### config.mk
export PLATFORM = sky130hd
export DESIGN_NAME = hzu
export DESIGN_NICKNAME = d
export VERILOG_FILES = /design/src/rtl/hzu.sv
export SDC_FILE = /design/constraint.sdc
export NUM_CORES = 1
export LEC_CHECK = 0
export CORE_MARGIN = 4
export CORE_UTILIZATION = 30
export CTS_BUF_LIST = sky130_fd_sc_hd__clkbuf_16
export CTS_CLUSTER_DIAMETER = 100
export DETAILED_ROUTE_END_ITERATION = 8
export DONT_BUFFER_PORTS = 1
export SLEW_MARGIN = 20
export SYNTH_ARGS = -nofsm -noshare
export SYNTH_HDL_FRONTEND = slang
export SYNTH_SLANG_ARGS = --single-unit
### constraint.sdc
create_clock -name clk -period 2.3 [get_ports clk]
set_input_delay 0.575 -clock clk [delete_from_list [all_inputs] [get_ports clk]]
set_output_delay 0.575 -clock clk [all_outputs]
set_load 0.03 [all_outputs]
### src/rtl/hzu.sv
// Hazard detection and stall controller for the 5-stage MIPS pipeline.
// Freezes PC/IF-ID, bubbles ID/EX, and flushes IF/ID on taken control flow.
module hzu #(
  parameter int unsigned MD_LATENCY = 4,
  parameter int unsigned CNT_WIDTH  = 32
) (
  input  logic                 clk,
  input  logic                 rst_n,
  input  logic [4:0]           id_rs,
  input  logic [4:0]           id_rt,
  input  logic                 id_useRs,
  input  logic                 id_useRt,
  input  logic                 id_branch,
  input  logic                 id_taken,
  input  logic                 id_mdRead,
  input  logic [4:0]           ex_rd,
  input  logic                 ex_regWrite,
  input  logic                 ex_memRead,
  input  logic                 ex_mdStart,
  input  logic [4:0]           mem_rd,
  input  logic                 mem_memRead,
  output logic                 pc_write,
  output logic                 ifid_write,
  output logic                 ifid_flush,
  output logic                 idex_flush,
  output logic                 stall,
  output logic                 md_busy,
  output logic [CNT_WIDTH-1:0] stall_cycles
);

  localparam int unsigned MD_W   = 5;
  localparam int unsigned HOLD_W = 2;

  typedef enum logic {RUN, HOLD} state_t;

  state_t            state, state_next;
  logic [HOLD_W-1:0] hold_cnt, hold_next;
  logic [HOLD_W-1:0] n_need, n_rem, hold_dec;
  logic [MD_W-1:0]   md_cnt;
  logic              hit_ex, hit_mem, md_stall;

  // Stall cycles required by the instructions currently in ID/EX/MEM
  always_comb begin
    n_need  = '0;
    hit_ex  = (ex_rd != 5'd0) &&
              ((id_useRs && (id_rs == ex_rd)) || (id_useRt && (id_rt == ex_rd)));
    hit_mem = (mem_rd != 5'd0) &&
              ((id_useRs && (id_rs == mem_rd)) || (id_useRt && (id_rt == mem_rd)));
    if (hit_ex && ex_memRead)
      n_need = 2'd1;
    if (id_branch && hit_ex && ex_regWrite && !ex_memRead)
      n_need = 2'd1;
    if (id_branch && hit_mem && mem_memRead)
      n_need = 2'd1;
    if (id_branch && hit_ex && ex_memRead)
      n_need = 2'd2;
  end

  assign md_busy  = (md_cnt != '0);
  assign md_stall = id_mdRead && (md_busy || ex_mdStart);

  always_ff @(posedge clk) begin
    if (!rst_n) begin
      state        <= RUN;
      hold_cnt     <= '0;
      md_cnt       <= '0;
      stall_cycles <= '0;
    end else begin
      state    <= state_next;
      hold_cnt <= hold_next;
      if (ex_mdStart)
        md_cnt <= MD_W'(MD_LATENCY - 1);
      else if (md_cnt != '0)
        md_cnt <= md_cnt - MD_W'(1);
      if (stall)
        stall_cycles <= stall_cycles + CNT_WIDTH'(1);
    end
  end

  always_comb begin
    state_next = state;
    hold_next  = hold_cnt;
    stall      = 1'b0;
    pc_write   = 1'b1;
    ifid_write = 1'b1;
    idex_flush = 1'b0;
    ifid_flush = 1'b0;
    n_rem      = (n_need != '0) ? (n_need - HOLD_W'(1)) : '0;
    hold_dec   = (hold_cnt != '0) ? (hold_cnt - HOLD_W'(1)) : '0;

    case (state)
      RUN: begin
        if (n_need != '0) begin
          hold_next  = n_rem;
          state_next = (n_rem != '0) ? HOLD : RUN;
        end
      end
      HOLD: begin
        // A newly seen hazard can only extend the remaining hold, never shorten it
        hold_next  = (n_rem > hold_dec) ? n_rem : hold_dec;
        state_next = (hold_next != '0) ? HOLD : RUN;
      end
      default: begin
        state_next = RUN;
        hold_next  = '0;
      end
    endcase

    stall      = (state == HOLD) || (n_need != '0) || md_stall;
    pc_write   = !stall;
    ifid_write = !stall;
    idex_flush = stall;
    ifid_flush = id_taken && !stall;
  end

endmodule

==> metrics.txt <==
Max Cap Viol 0; CP Cell Sequence inv_2 -> ha_4 -> nand3b_1 -> o21a_1 -> a31oi_4 -> and2_4 -> clkinvlp_4 -> buf_12; largest net degree at the start of global routing 15; Via-to-Cell Ratio 5.281; GRT Overall Usage 0.1506; Worst Max-Slew Pin Slew approximately 0.5 ns; HPWL Detailed roughly 5.0 mm; Worst-path clk slew 0.06 ns; Placer Congestion 0.9111; clk root buf clkbuf_16; gr busiest metal met2; first-pass GRT wire length approximately 11 mm; Gate Count Post-Synth 280; Critical Path End Type primary output; Post-Route WL 7.160 mm; Pleak 1.203 nW; Hold-fix buffers, CTS 0; antenna diode count 0; CTS sink cnt 40; TritonCTS buffer count 5; Core Footprint 0.007408 mm^2; Longest Clk Path Bufs 2; Hold Crit Class primary input to register; crit path kind register to primary output; Async SR Flop Fraction 0; crit-path max FO 3; Starting Density 0.3167; slowest cell on the critical path dfxtp_2; CTS tree done; overall die height 96.43 um; Global Route met2 Usage 0.2519; share of Yosys cell area claimed by the top area cell type 0.3413; Slew Limit Fails 0; Clock Power Share 0.421; CP max stage delay between 0.3 and 0.4 ns; critical path arrival about 1.8 ns; Post-synth EDFFs 0; Detailed Route Iter0 Violations 184; flop2flop setup slack 0.03 ns; initial antenna violation count 0; Cell variety after synth 52; grt total ovfl 0; Max H-tree Level 2; Synth Cell Area around 0.0023 mm^2; placed instance area 0.002766 mm^2; Slew headroom 0.6646; mean post-synth cell area 8.379 um^2; die width 96.43 um; Placement Setup Slack -0.1443 ns; routing usage on met1 0.1798; worst r2r dst stall_cycles[9]$_SDFFE_PN0P_; syn_nets roughly 310; Synth area leader dfxtp_1; sequential power share 0.387; Final Critical Period 2.399 ns; Final Worst Setup Slack -0.09868 ns; Port Buffers 0; Most used DFF post-synth dfxtp_1; drt wl/cell ~16 um; routed via count approximately 2.3k; fillers between 700 and 800; top-level I/O count 69; status complete, but fails checks; Startpoint Class register; Die Area 0.009299 mm^2; Switching Power 0.0004600 W; Max VDD drop 269.6 uV; router iterations before antenna repair 5; Post-route DRC 0; Hold Crit Start rst_n; cell row count 31; Synth Register Bits 40; Net Sw Frac 0.2472; hold worst-path end stall_cycles[25]$_SDFFE_PN0P_; final hold vios 0; final instance area 0.003276 mm^2; fin nets 368; ANT nets after route 0; worst r2r path cells 11; Comb pwr share 0.192; internal power around 0.0014 W; RSZ-0062 raised after global routing yes; area delta synth->final 39.63%; final setup fails 4; worst-skew pair later-pin latency 0.28 ns; Max Fclk roughly 0.42 GHz; GRT met3 Usage 0.05035; final period utilization 1.043; power per cell area 568.1 mW/mm^2; Hold Path Depth 1; Worst Path Required 1.73 ns; layout cells sized above 1 0.3463; reg2reg start md_cnt[0]$_SDFFE_PN0N_; vias in the first global route 2201; Syn. warnings 0; register area share after synthesis 0.3413; Clock Skews ~0.0062 ns; synth top area cells dfxtp_1 34%, xnor2_1 12%, a21oi_1 4.9%, nor2_1 4.0%, nand3_1 3.6%; failing checks negative setup slack
[cell usage after synthesis, types with 5 or more instances]
cell	n
a21oi_1	23
buf_2	5
clkbuf_1	6
dfxtp_1	40
inv_1	11
nand2_1	21
nand3_1	17
nand4_1	7
nor2_1	25
nor3_1	5
o21ai_0	5
o31ai_1	9
or4_1	8
xnor2_1	32
[power groups by stage]
stage / logic [W] / registers [W] / clock network, W
global route: 0.000382 / 0.000722 / 0.000814
floorplan: 0.000191 / 0.000745 / 0
detailed placement: 0.000246 / 0.000735 / 0
CTS: 0.000321 / 0.000720 / 0.000789
finish: 0.000358 / 0.000720 / 0.000783
global placement: 0.000244 / 0.000735 / 0
[cell usage in the layout, fill, tap and decap left out, types with 2 or more instances in the layout]
cell | synthesis | final
inv_1 | 11 | 9
or4_1 | 8 | 6
buf_12 | 0 | 2
or3_1 | 4 | 4
nand2b_1 | 2 | 2
inv_2 | 0 | 3
o31ai_1 | 9 | 9
buf_4 | 2 | 55
o21ai_0 | 5 | 5
o21a_1 | 4 | 4
xnor2_1 | 32 | 19
xnor2_2 | 0 | 12
clkbuf_16 | 0 | 5
and3_1 | 4 | 3
ha_1 | 3 | 2
nand3b_1 | 4 | 4
a211oi_1 | 2 | 2
or4_4 | 0 | 2
nand2_1 | 21 | 21
dfxtp_2 | 0 | 6
o22ai_2 | 0 | 2
a21oi_2 | 1 | 3
a21oi_1 | 23 | 21
nor2_1 | 25 | 24
mux2i_1 | 3 | 3
a21o_1 | 4 | 4
nand3_1 | 17 | 17
nand4_1 | 7 | 7
dfxtp_1 | 40 | 34
and3_2 | 2 | 2
and2_1 | 3 | 2
a2111oi_1 | 3 | 3
nor3_1 | 5 | 5
[area by class of cell]
type	instances	area, um^2	share of cell area
multi-input combinational	215	1619	0.4943
clock buffer	5	125.1	0.03820
sequential	40	808.3	0.2468
tap	99	123.9	0.03782
timing repair buffer	60	511.7	0.1562
inverter	12	48.80	0.01490
clock inverter	3	38.79	0.01184
[state kept, by name, indices dropped and copies added, names as in the netlist]
signal	count
hold_cnt	2
md_cnt	5
stall_cycles	32
state	1
[timing repair]
item	CTS	global route
gates cloned	2	0
resized for setup	9	28
setup endpoints to repair	5	11
setup buffers	7	9
pin swaps	2	25
[per-stage QoR]
step	cells	total power, W	TNS, ns	hold slack [ns]	util
after floorplan	280	0.0009358	-0.7079	0.4343	-
after global placement	409	0.0009789	-1.306	0.4436	0.3734
after detailed placement	409	0.0009815	-1.359	0.4559	0.3734
after CTS	426	0.001830	-0.3492	0.4095	0.4156
after global routing	434	0.001918	-0.6177	0.4175	0.4422
final	434	0.001861	-0.2864	0.4112	0.4422
[metal layers]
| layer | vias up | wire, um |
|---|---|---|
| met1 | 1083 | 2946 |
| li1 | 1121 | - |
| met2 | 77 | 3544 |
| met4 | 0 | 119 |
| met5 | - | 0 |
| met3 | 11 | 550 |
[how the worst max path moves through the flow]
| stage | start | end | slack, ns |
|---|---|---|---|
| after global placement | ex_rd[4] | pc_write | -0.14 |
| after detailed placement | mem_rd[0] | idex_flush | -0.14 |
| after floorplan | md_cnt[1]$_SDFFE_PN0N_ | stall | -0.28 |
| final | md_cnt[0]$_SDFFE_PN0N_ | idex_flush | -0.1 |
| after global routing | md_cnt[1]$_SDFFE_PN0N_ | idex_flush | -0.16 |
| after CTS | md_cnt[0]$_SDFFE_PN0N_ | idex_flush | -0.10 |
[worst max-delay path: cells and delay by family (launching register included)]
| family | cells | cell delay (ns) |
|---|---|---|
| AO/OA/AOI/OAI | 2 | 0.42 |
| adder cells (fa/ha/maj) | 1 | 0.12 |
| buffers and inverters | 3 | 0.37 |
| flip-flops | 1 | 0.32 |
| AND/OR/NAND/NOR | 2 | 0.31 |
[logic make-up (layout without fill, tap and decap cells)]
kind of cell	Yosys count	in the layout	synth area share
and+or+nand+nor	115	115	0.2853
buffers and inverters	25	80	0.04586
DFF	40	40	0.3413
xor gates and xnor gates	32	32	0.1195
AOI/OAI and AO/OA	62	62	0.1792
adders and majority gates	3	3	0.01600
muxes	3	3	0.01280
Power figures use the tool's default switching activity.
==> RTL edit 1, RTL diff (same settings) <==
`MD_W`: 5 -> 6.
--- a/src/rtl/hzu.sv
+++ b/src/rtl/hzu.sv
@@ -30,3 +30,3 @@
 
-  localparam int unsigned MD_W   = 5;
+  localparam int unsigned MD_W   = 6;
   localparam int unsigned HOLD_W = 2;
Formal check against the unedited RTL: no difference found for any inputs over 10 cycles, from zero or initial values and one cycle with rst_n low; that may be too few to reach the edited logic, so the function may still have changed.
==> RTL edit 1 against the unedited design <==
The run still ends with setup timing left; die area is 4.4% higher; area after synthesis is 4.8% higher; setup slack worse by 260 ps; power is 4.1% higher; sequential cell count is 1 higher; critical path depth stayed put; routed wire length is 14% lower; count of clock-buffer cells in the layout stayed put; design area is 3.2% lower; largest power group unchanged.
==> RTL edit 1: results <==
group,metric,value,unit
finish,finalNonFillerCells,425,
route,dr.pass1.iters,4,
synthesis,ys_types,46,
synthesis,syn_nets,310,
route,drt-total-wl,6132,um
cts,postCtsSetupBuffers,2,
global_route,track_usage,12.99,%
pwr,p_int,0.001437,W
route,num_vias,2108,
run_status,failed_checks,"setup timing",
pwr,p_switching,0.0004996,W
timing,skew,4.214,ps
finish,fillers,809,
synthesis,syn_avg_cell_area,8.908,um2
pwr,p_leak,1.112,nW
synthesis,synth-compound-area-share,19.24,%
route,drt-initial-drc-count,89,
placement,dp_hpwl,4810,um
finish,drive_gt1_share,28.79,%
placement,gp_congestion,0.8913,
pwr,ir_drop,330.6,uV
timing,finalWorstSetupSlack,-353.7,ps
finish,register_area,823.3,um2
synthesis,synthTopCellsByCount,"xnor2_1, dfxtp_1, nor2_1",
global_route,grt_first_pass_wirelength,10290,um
cts,cts_resized,2,
global_route,grt_max_degree,29,
pwr,power_clock,0.000808,W
placement,post-place-cells,413,
finish,nets,356,
synthesis,synthTopCellsByArea,"dfxtp_1, xnor2_1, a2111oi_2",
placement,place_area,2950,um2
synthesis,synth_xor_area_share,16.39,%
placement,dp_slack,-157.5,ps
timing,setup_viol,5,
pwr,p_seq_share,38.4,%
timing,slew_headroom,67.11,%
synthesis,synthMuxAreaShare,1.221,%
timing,setup_tns,-1584,ps
setup_path,crit_fanout,4,
synthesis,synthAdderAreaFrac,1.527,%
run_status,status,"finished with violations",
setup_path,cp_data_arrival_time,2080,ps
[RTL edit 1: routing by layer]
metal / global-route usage [%] / vias to the layer above / wire, um
met4: 3.782 / 0 / 44
met1: 15.91 / 993 / 2707
met5: 0 / - / 0
met2: 21.22 / 44 / 2897
li1: - / 1067 / -
met3: 5.025 / 4 / 482
[RTL edit 1: path summary, 6_finish.rpt]
check                      to  slack, ps  depth (start not counted)
min reg2reg       hold_cnt[1]        470                          2
max                ifid_write       -350                          8
max reg2reg  stall_cycles[16]         50                         12
min               hold_cnt[1]        410                          2
[RTL edit 1: layout make-up]
cell class	count	share of cell area (%)
tap	102	4.024
clock inverter	3	1.460
sequential	41	25.96
multi-input combinational	210	48.52
timing repair buffer	52	14.28
inverter	12	1.815
clock buffer	5	3.945
[RTL edit 1: worst max-delay path: stages, from the launching register on]
cell,delay [ps]
dfxtp_2,330
inv_2,60
ha_4,140
nand2b_4,50
or4_4,410
o21a_1,210
a31oi_4,160
and2_4,280
buf_12,140
==> RTL edit 2, RTL diff (config.mk and constraints unchanged) <==
Made on the original files. Make the reset (`rst_n`) asynchronous in one clocked block.
--- a/src/rtl/hzu.sv
+++ b/src/rtl/hzu.sv
@@ -61,3 +61,3 @@
 
-  always_ff @(posedge clk) begin
+  always_ff @(posedge clk or negedge rst_n) begin
     if (!rst_n) begin
Function: differs if rst_n is asserted again (counterexample within 4 cycles, from zero or initial values and one cycle with rst_n low); with rst_n held inactive, the same outputs for 10 cycles.
==> RTL edit 2 against the unedited design <==
The run still ends with setup timing left; area after synthesis decreased by 3.6%; power increased by 28%; die area shrank 3.3%; design area fell by 14%; sequential cell count unchanged; combinational power grew 72%; routed wire length down 27%; via count fell by 25%; setup slack worse by 200 ps; largest power group is now sequential cells.
==> RTL edit 2: results <==
group,metric,value,unit
run_status,status,"finished with violations",
run_status,failed_checks,"setup timing",
synthesis,ys_seq_area_share,44.25,%
placement,place_area,2596,um2
synthesis,synthAdderAreaFrac,2.212,%
global_route,met1_usage,14.88,%
setup_path,crit_fanout,6,
route,viasPerCell,4.848,
global_route,track_usage,12.11,%
setup_path,slowest_delay,460,ps
synthesis,synth-compound-area-share,5.310,%
setup_path,r2r.worst_path.cells,9,
timing,setup_tns,-1383,ps
timing,setup_viol,5,
setup_path,cp_data_arrival_time,2020,ps
global_route,grt_max_degree,41,
route,dr_wl_met3,412,um
global_route,grt_first_pass_wirelength,8556,um
route,wl_met1,2193,um
timing,skew,4.641,ps
finish,nets,290,
placement,gp_congestion,0.8363,
cts,postCtsSetupBuffers,1,
setup_path,worstReg2RegEnd,"stall_cycles[15]",
finish,layout.cells.most_common,"dfrtp_1",
synthesis,async_flop_share,100.0,%
setup_path,path_delay_family,"simple AND/OR/NAND/NOR gates",
global_route,use_met2,18.79,%
global_route,grt_pass1_vias,1708,
finish,syn_to_final_growth,24.45,%
route,dr.pass1.iters,4,
setup_path,startpoint,"md_cnt[0]",
placement,dp_hpwl,3986,um
global_route,grt.met3_usage,5.657,%
setup_path,slowest_stage,"or4b_4",
pwr,p_leak,1.285,nW
pwr,power_frac_comb,25.9,%
setup_path,crit_end,"ifid_flush",
route,met2WireLength,2594,um
route,drt-initial-drc-count,78,
route,routedWlPerCell,14.81,um
placement,dp_slack,-266.0,ps
synthesis,ys_types,38,
synthesis,synthMuxAreaShare,0.4978,%
timing,finalWorstSetupSlack,-295.7,ps
cts,cts_resized,8,
synthesis,synthTopCellsByArea,"dfrtp_1, xor2_1, xnor2_1",
synthesis,synth_xor_area_share,20.52,%
pwr,power.total,0.002380,W
-- RTL edit 2: cell types whose count changed after synthesis, moves of 6 or more --
cell | before | now
xnor2_1 | 32 | 24
nor4b_1 | 1 | 8
xor2_1 | 0 | 29
nor4_1 | 1 | 9
inv_1 | 11 | 4
a21oi_1 | 23 | 3
nor3_1 | 5 | 11
or4_1 | 8 | 2
nand3_1 | 17 | 10
dfrtp_1 | 0 | 40
nor2_1 | 25 | 9
o31ai_1 | 9 | 0
dfxtp_1 | 40 | 0
-- RTL edit 2: stage by stage --
step	hold slack [ps]	cells
after CTS	136.3	355
final	136.1	355
after floorplan	279.4	220
after detailed placement	280.2	345
after global routing	135.6	355
after global placement	280.3	345
-- RTL edit 2: cell type report --
type,instances,share of cell area (%)
Multi-Input combinational cell,167,42.53
Sequential cell,40,35.56
Timing Repair Buffer,37,11.02
Clock buffer,5,4.444
Tap cell,99,4.400
Clock inverter,3,1.511
Inverter,4,0.5333
